## src/rtl/arith_pkg.sv

```systemverilog
// rtl/arith_pkg.sv - shared widths and FSM state encoding for the fixed-point divider/multiplier pair
package arith_pkg;

  localparam int A_W = 20;
  localparam int B_W = 3;
  localparam int P_W = A_W + B_W;
  localparam int I_W = 5;

  typedef enum logic [1:0] {
    IDLE   = 2'd0,
    LOAD   = 2'd1,
    MUL    = 2'd2,
    OUTPUT = 2'd3
  } state_e;

endpackage

```

## src/rtl/fixed_point_multiply.sv

```systemverilog
// rtl/fixed_point_multiply.sv - sequential shift-add Q10.10 x uint3 multiplier with early termination
module fixed_point_multiply
  import arith_pkg::*;
(
  input  logic           clk,
  input  logic           rst,
  input  logic           in_valid,
  input  logic [A_W-1:0] in_data_1,
  input  logic [B_W-1:0] in_data_2,
  output logic           out_valid,
  output logic [P_W-1:0] out_data
);

  state_e         state_q, state_d;
  logic [A_W-1:0] a_q, a_d;
  logic [B_W-1:0] b_q, b_d;
  logic [A_W-1:0] a_sh_q, a_sh_d;
  logic [P_W-1:0] acc_q, acc_d;
  logic [I_W-1:0] i_q, i_d;
  logic           out_valid_q, out_valid_d;
  logic [P_W-1:0] out_data_q, out_data_d;
  logic [P_W-1:0] b_shifted;

  assign b_shifted = {{(P_W-B_W){1'b0}}, b_q} << i_q;

  always_comb begin
    state_d     = state_q;
    a_d         = a_q;
    b_d         = b_q;
    a_sh_d      = a_sh_q;
    acc_d       = acc_q;
    i_d         = i_q;
    out_valid_d = out_valid_q;
    out_data_d  = out_data_q;
    case (state_q)
      IDLE: begin
        if (in_valid) begin
          a_d     = in_data_1;
          b_d     = in_data_2;
          state_d = LOAD;
        end
      end
      LOAD: begin
        // Operands keep tracking the input while the strobe is held; last cycle wins.
        if (in_valid) begin
          a_d = in_data_1;
          b_d = in_data_2;
        end else begin
          acc_d   = '0;
          i_d     = '0;
          a_sh_d  = a_q;
          state_d = MUL;
        end
      end
      MUL: begin
        if (a_sh_q == '0) begin
          out_data_d  = acc_q;
          out_valid_d = 1'b1;
          state_d     = OUTPUT;
        end else begin
          if (a_sh_q[0]) acc_d = acc_q + b_shifted;
          a_sh_d = a_sh_q >> 1;
          i_d    = i_q + 1'b1;
        end
      end
      OUTPUT: begin
        out_valid_d = 1'b0;
        state_d     = IDLE;
      end
      default: state_d = IDLE;
    endcase
  end

  always_ff @(posedge clk or posedge rst) begin
    if (rst) begin
      state_q     <= IDLE;
      a_q         <= '0;
      b_q         <= '0;
      a_sh_q      <= '0;
      acc_q       <= '0;
      i_q         <= '0;
      out_valid_q <= 1'b0;
      out_data_q  <= '0;
    end else begin
      state_q     <= state_d;
      a_q         <= a_d;
      b_q         <= b_d;
      a_sh_q      <= a_sh_d;
      acc_q       <= acc_d;
      i_q         <= i_d;
      out_valid_q <= out_valid_d;
      out_data_q  <= out_data_d;
    end
  end

  assign out_valid = out_valid_q;
  assign out_data  = out_data_q;

endmodule

```

## config.mk

```make
export PLATFORM = sky130hd
export DESIGN_NAME = fixed_point_multiply
export DESIGN_NICKNAME = d
export VERILOG_FILES = /design/src/rtl/arith_pkg.sv /design/src/rtl/fixed_point_multiply.sv
export SDC_FILE = /design/constraint.sdc
export NUM_CORES = 1
export LEC_CHECK = 0
export ABC_AREA = 1
export CORE_ASPECT_RATIO = 0.5
export CORE_MARGIN = 4
export CORE_UTILIZATION = 45
export CTS_BUF_LIST = sky130_fd_sc_hd__clkbuf_4 sky130_fd_sc_hd__clkbuf_8
export CTS_CLUSTER_DIAMETER = 60
export DETAILED_ROUTE_END_ITERATION = 10
export GPL_TIMING_DRIVEN = 0
export HOLD_SLACK_MARGIN = 0.06
export PLACE_DENSITY_LB_ADDON = 0.25
export SLEW_MARGIN = 40
export SYNTH_ARGS = -nofsm -noshare
export SYNTH_HDL_FRONTEND = slang
export SYNTH_SLANG_ARGS = --single-unit
```

## constraint.sdc

```tcl
create_clock -name clk -period 8.6 [get_ports clk]
set_clock_uncertainty 0.15 [all_clocks]
set_input_delay 2.15 -clock clk [delete_from_list [all_inputs] [get_ports clk]]
set_output_delay 2.15 -clock clk [all_outputs]
set_load 0.05 [all_outputs]
```

==> run_results.csv <==
group,metric,value,unit
pwr,vdd_drop_max,0.172,mV
floorplanning,die_w,169,um
logic_synthesis,async_flop_share,1.00,
logic_synthesis,netlist_instances,810,
global_routing,grt_pass1_vias,5063,
logic_synthesis,synth_edf_count,0,
critical_path,crit_buf_inv,1,
clock_network,cts_setup_buffers,0,
floorplanning,die_height,88.4,um
logic_synthesis,synth.mux.area_fraction,0.0148,
placement,port_buffers,49,
critical_path,crit_required,6.30,ns
route,wire_per_inst,14.2,um
sta,fin_crit,3.88,ns
critical_path,cp.arrival,1.58,ns
logic_synthesis,yosys_warnings,0,
final_layout,synthToLayoutAreaGrowth,16.0,%
sta,rsz0062_at_grt,"no",
sta,tightestPinTransition,0.655,ns
logic_synthesis,synth_xor_area_frac,0.0120,
logic_synthesis,synth_cell_types,38,
clock_network,max-clock-path-buffers,2,
final_layout,stdcell_count,1046,
global_routing,track_usage,0.210,
logic_synthesis,synth_compound_area_frac,0.0939,
clock_network,clkLatencyLatePin,0.39,ns
pwr,p_leak,0.00343,uW
logic_synthesis,syn_area_per_cell,7.19,um^2
logic_synthesis,synth_adder_area_share,0.0615,
route,vias_per_cell,4.99,
route,firstDrtPassIters,5,
placement,dpl_cell_area,6560,um^2
critical_path,path_class,"reg -> out",
logic_synthesis,ys_ff_latch,97,
min_path,min_path_type,"reg -> reg",
final_layout,layout_common_cells,"nand2_1, dfrtp_1, nor2_1",
placement,dp.cells,1030,
floorplanning,design.die.area,14900,um^2
sta,slew_headroom,0.559,
run_status,status,"completed",
sta,finalCritPeriodShare,0.451,
placement,dpl.hpwl,11600,um
route,drt_iter0_markers,259,
route,wl,14900,um
clock_network,htree_num_levels,3,
clock_network,clk_pin_slew_worst_paths,0.10,ns
final_layout,drive_above_1_share,0.0582,
final_layout,fillers,1278,
global_routing,antenna_found_initial,0,
final_layout,ff_latch_area,2430,um^2
clock_network,cts_hold_buf,0,
sta,finalHoldViolations,0,
floorplanning,rows,29,
route,num_vias,5224,
logic_synthesis,synth_top_family_by_area,"simple AND/OR/NAND/NOR gates",
clock_network,numCtsBuffers,9,
final_layout,num-nets-final,925,
final_layout,stdcell_area,6760,um^2
final_layout,layout_commonest_cell,"nand2_1",
final_layout,multi_input_area,2930,um^2
logic_synthesis,synth_area,5820,um^2
sta,setup_violations,0,
critical_path,slowest_delay,0.81,ns
logic_synthesis,synth_nets,864,
critical_path,cp-start-kind,"flip-flop",
flow_run,drv_cap,0,
route,antenna_left,0,
sta,maxSlewViolCount,0,
global_routing,grt_pass1_wl,24900,um
clock_network,cts_sinks,97,
pwr,total_power,1700,uW
floorplanning,start_util,0.460,
critical_path,crit_fanout,2,
critical_path,crit_path_cell_trace,"clkdlybuf4s50_1",
sta,fin_tns_setup,0,ns
floorplanning,ios,50,
critical_path,cp_slowest_cell,"clkdlybuf4s50_1",
logic_synthesis,synth_flop_cell,"dfrtp_1",
final_layout,diodes,0,
floorplanning,core,12700,um^2
pwr,p_per_area,251,nW/um^2
global_routing,grt_overflow,0,
logic_synthesis,yosysSeqAreaShare,0.417,
global_routing,grt_start_max_net_pins,51,
clock_network,cts_resized,0,
route,drcViolationCount,0,
critical_path,end_kind,"output pin",
clock_network,cts_tree,"done",
sta,holdWs,0.336,ns
placement,gp_congestion,0.917,
clock_network,cts_root_buf,"clkbuf_8",
sta,timing.fmax,0.258,GHz
critical_path,crit_family,"buffers and inverters",
logic_synthesis,synth-simple-area-share,0.321,
==> flip-flops by register name (all words and copies together), names as in the netlist <==
register and cells:
state_q 2, out_data 23, b_q 3, out_valid 1, a_q 20, a_sh_q 20, i_q 5, acc_q 23
==> metal layers <==
layer | vias to the layer above | share of wire | track usage
li1 | 2702 | - | -
met1 | 2403 | 0.49 | 0.281
met2 | 106 | 0.45 | 0.364
met3 | 13 | 0.049 | 0.0397
met4 | 0 | 0.0094 | 0.0427
met5 | - | 0 | 0
==> path summary, 6_finish.rpt <==
check	start	end	slack, ns	cells past startpoint
worst min-delay path	out_data[6]	out_data[6]	0.34	2
max in group asynchronous	rst	acc_q[8]	5.75	3
worst max-delay path	out_data[12]	out_data[12]	4.72	1
worst max register to register	i_q[3]	acc_q[16]	5.39	12
min in group asynchronous	rst	a_q[2]	1.98	2
worst min register to register	out_data[6]	out_data[6]	0.34	2
==> metrics by stage <==
step | worst slack, ns | util
3_5_place_dp | 4.47 | 0.518
2_1_floorplan | 3.77 | -
6_report | 4.72 | 0.533
3_3_place_gp | 2.22 | 0.515
5_1_grt | 4.67 | 0.533
4_1_cts | 4.70 | 0.533
==> kinds of logic after synthesis <==
logic type / Yosys count
muxes: 8
buffers and inverters: 114
AOI/OAI and AO/OA: 105
adders and majority gates: 28
and+or+nand+nor: 450
xor gates and xnor gates: 8
DFF: 97
==> area by class of cell <==
type / instances / area share
Buffer: 27 / 0.0206
Clock buffer: 9 / 0.0183
Clock inverter: 7 / 0.0104
Inverter: 87 / 0.0496
Multi-Input combinational cell: 599 / 0.434
Sequential cell: 97 / 0.359
Tap cell: 170 / 0.0315
Timing Repair Buffer: 50 / 0.0767
==> worst register-to-register path, cell delays in order, from the launching register on <==
cell	delay [ns]
dfrtp_1	0.45
or2_2	0.15
clkbuf_1	0.39
nor2_1	0.15
ha_1	0.25
fa_1	0.47
nand3_1	0.13
nand3_1	0.20
a21oi_1	0.34
or2_2	0.18
nand3_1	0.07
nand3_1	0.12
nand2_1	0.06
==> where the power goes <==
| group | internal, uW | switching (uW) | leakage (uW) |
|---|---|---|---|
| sequential | 579 | 80.3 | 0.00128 |
| combinational | 256 | 480 | 0.00205 |
| clock | 114 | 190 | 0.000101 |
| total | 949 | 750 | 0.00343 |
==> synth_stat cells (2+ instances only) <==
library cell,number,area [um^2]
a21oi_1,33,165
buf_1,4,15.0
buf_2,9,45.0
buf_4,2,15.0
clkbuf_1,10,37.5
dfrtp_1,97,2430
ha_1,27,338
inv_1,85,319
mux2_2,5,56.3
mux2i_1,3,30.0
nand2_1,277,1040
nand2_2,2,12.5
nand3_1,57,285
nand3_2,2,20.0
nand3b_1,4,30.0
nand4_1,8,50.1
nor2_1,87,327
nor2_4,2,22.5
nor3_1,2,10.0
o21ai_0,59,295
o21ai_1,3,15.0
o22ai_1,4,25.0
o31ai_1,3,22.5
or2_2,5,31.3
xnor2_1,4,35.0
xor2_1,4,35.0
Note: power is estimated with default switching activity, not from simulation.
==> edit, RTL diff (same flow settings) <==
Take the reset off `a_q`, `a_sh_q`, `i_q` and `out_data_q` and load them in a clocked block of their own.
--- a/src/rtl/fixed_point_multiply.sv
+++ b/src/rtl/fixed_point_multiply.sv
@@ -74,23 +74,22 @@
   always_ff @(posedge clk or posedge rst) begin
     if (rst) begin
       state_q     <= IDLE;
-      a_q         <= '0;
       b_q         <= '0;
-      a_sh_q      <= '0;
       acc_q       <= '0;
-      i_q         <= '0;
       out_valid_q <= 1'b0;
-      out_data_q  <= '0;
     end else begin
       state_q     <= state_d;
-      a_q         <= a_d;
       b_q         <= b_d;
-      a_sh_q      <= a_sh_d;
       acc_q       <= acc_d;
-      i_q         <= i_d;
       out_valid_q <= out_valid_d;
-      out_data_q  <= out_data_d;
     end
+  end
+
+  always_ff @(posedge clk) begin
+    a_q        <= a_d;
+    a_sh_q     <= a_sh_d;
+    i_q        <= i_d;
+    out_data_q <= out_data_d;
   end
 
   assign out_valid = out_valid_q;
Behaviour: differs if rst is asserted again (counterexample within 10 cycles, from zero or initial values and one cycle with rst high); with rst held inactive, the same outputs for 10 cycles.
==> edit against the unedited design <==
- register-to-register slack better by 0.18 ns
- design area down 6.4%
- die area fell by 6.4%
- sequential cell count did not move
- count of clock-buffer cells in the layout unchanged
- area after synthesis shrank 6.9%
- wire length shrank 22%
- core utilization up 0.18 points
- worst setup slack better by 0.037 ns
- total power down 4.5%
- hold slack better by 0.0041 ns
- largest power group is now sequential cells
==> edit: results (changes against the unedited design) <==
| Metric | Value |
|---|---|
| Crit Path Max Fanout | 2 (unchanged) |
| Dpl cells | 855 (was 1030) |
| Crit. Startpoint | out_valid (was out_data[12]) |
| Via density | 4.89 (was 4.99) |
| Final wirelength | 11.6 mm (was 14.9 mm) |
| Clock Path Buffers | 2 (unchanged) |
| Status | finished clean (unchanged) |
| Comb pwr share | 36.4% (was 43.3%) |
| Reg clk slew, reported paths | 0.10 ns (about the same) |
| IO Port Bufs | 49 (unchanged) |
| Largest vdd supply drop | 0.000137 V (was 0.000172 V) |
| H-tree level count | 3 (unchanged) |
| Synthesized instance count | 641 (was 810) |
| Root Buffer | clkbuf_8 (unchanged) |
| Actual slew at the worst max-slew pin | 0.654 ns (was 0.655 ns) |
| Pin count of the biggest net entering global routing | 30 (was 51) |
| Post-cts resize count | 0 (unchanged) |
| Overall Global Routing Usage | 17.6% (was 21.0%) |
| CP max stage delay | around 0.8 ns |
| Skew-Pair Late Insertion Delay | 0.38 ns |
| Nets | 755 (was 925) |
| Antenna violations before repair | 0 (unchanged) |
| First-pass GRT wire length | 19.2 mm (was 24.9 mm) |
| Antenna cells | 0 (unchanged) |
| Seq pwr | 0.736 mW (was 0.659 mW) |
| CP max stage cell | clkdlybuf4s50_1 (unchanged) |
| Worst R2R Path Depth | 13 (was 12) |
| RR Startpoint | i_q[2] (was i_q[3]) |
| HPWL after detailed placement | 8.80 mm (was 11.6 mm) |
| Hold Startpoint | acc_q[0] (was out_data[6]) |
| Net Count, Synth | 695 (was 864) |
| Psw | 0.646 mW (was 0.750 mW) |
| Ys Warns | 0 (unchanged) |
| Delay-heaviest family, CP | buffers and inverters (unchanged) |
| RePlAce Congestion | 0.949 (was 0.917) |
| CP Data Arrival Time | 1.54 ns (was 1.58 ns) |
| Post-synth cell types | 35 (was 38) |
| Pwr dens | 257 mW/mm² (was 251 mW/mm²) |
| TritonCTS Buffers | 9 (unchanged) |
| Commonest cells post-synth | nand2_1, inv_1, edfxtp_1 (was nand2_1, dfrtp_1, nor2_1) |
| TritonRoute pass-1 iters | 5 (unchanged) |
| First DRT Iteration DRCs | 245 (was 259) |
| P_leak | 2.94 nW (was 3.43 nW) |
| Post-synth EDFFs | 68 (was 0) |
| Top cells by area in the synthesized netlist | edfxtp_1, nand2_1, dfrtp_1, ha_1, inv_1 (was dfrtp_1, nand2_1, ha_1, nor2_1, inv_1) |
| Hold depth | 0 (was 2) |
| Vias in the first global route | 4023 (was 5063) |
| Layout cells sized above 1 | 5.67% (was 5.82%) |
| # setup viols final | 0 (unchanged) |
| Worst Hold Class | register to register (unchanged) |
| Seq/Total Area, Yosys | 51.1% (was 41.7%) |
| Vias after detailed routing | 4262 (was 5224) |
| Post-CTS setup buffer count | 0 (unchanged) |
| Asr flop ratio synth | 29.9% (was 100%) |
-- edit: cell count changes in the layout (fill, tap and decap cells not counted), sizes merged, moves of 24 or more --
cell	before	now
nand3	59	35
edfxtp	0	68
o21ai	62	25
nand2	279	241
dfrtp	97	29
nor2	90	62
-- edit: per-layer routing --
layer	vias up	GRT usage, %	share of wire [%]
met5	-	0	0
met4	0	5.86	2.1
met3	23	4.27	4.8
met2	105	28.3	45
met1	1927	23.8	49
li1	2207	-	-
-- edit: area by class of cell --
type                    count  area (µm²)
multi-input cells         454        2280
plain buffers              10        75.1
flip-flops and latches     97        2770
clock inverters             7        75.1
repair buffers             49         490
inverters                  80         300
well taps                 165         206
fillers                  1144        5490
clock buffers               9         124
-- edit: path summary, 6_finish.rpt --
kind,to,slack [ns]
max,out_valid,4.76
min,out_data[0],0.34
max reg2reg,acc_q[14],5.57
min reg2reg,out_data[0],0.34
max in group asynchronous,acc_q[7],5.85
min in group asynchronous,out_valid,2.02
-- edit: stage by stage --
step / setup slack (ns) / hold slack (ns) / cell area, µm² / utilization (%)
6_report: 4.76 / 0.340 / 6320 / 53.5
5_1_grt: 4.71 / 0.361 / 6320 / 53.5
4_1_cts: 4.74 / 0.346 / 6320 / 53.5
3_5_place_dp: 4.55 / 0.322 / 6120 / 51.8
3_3_place_gp: 4.31 / 0.322 / 6120 / 51.8
2_1_floorplan: 5.04 / 0.303 / 5420 / -
-- edit: cell families (layout without fill, tap and decap cells) --
family | Yosys count | count (layout) | share of synthesized area (%)
xor+xnor | 11 | 11 | 1.78
flops | 97 | 97 | 51.1
compound gates | 50 | 50 | 5.86
mux | 2 | 2 | 0.415
buf+inv | 90 | 155 | 6.92
fa+ha+maj | 28 | 28 | 6.60
simple gates | 363 | 363 | 27.4
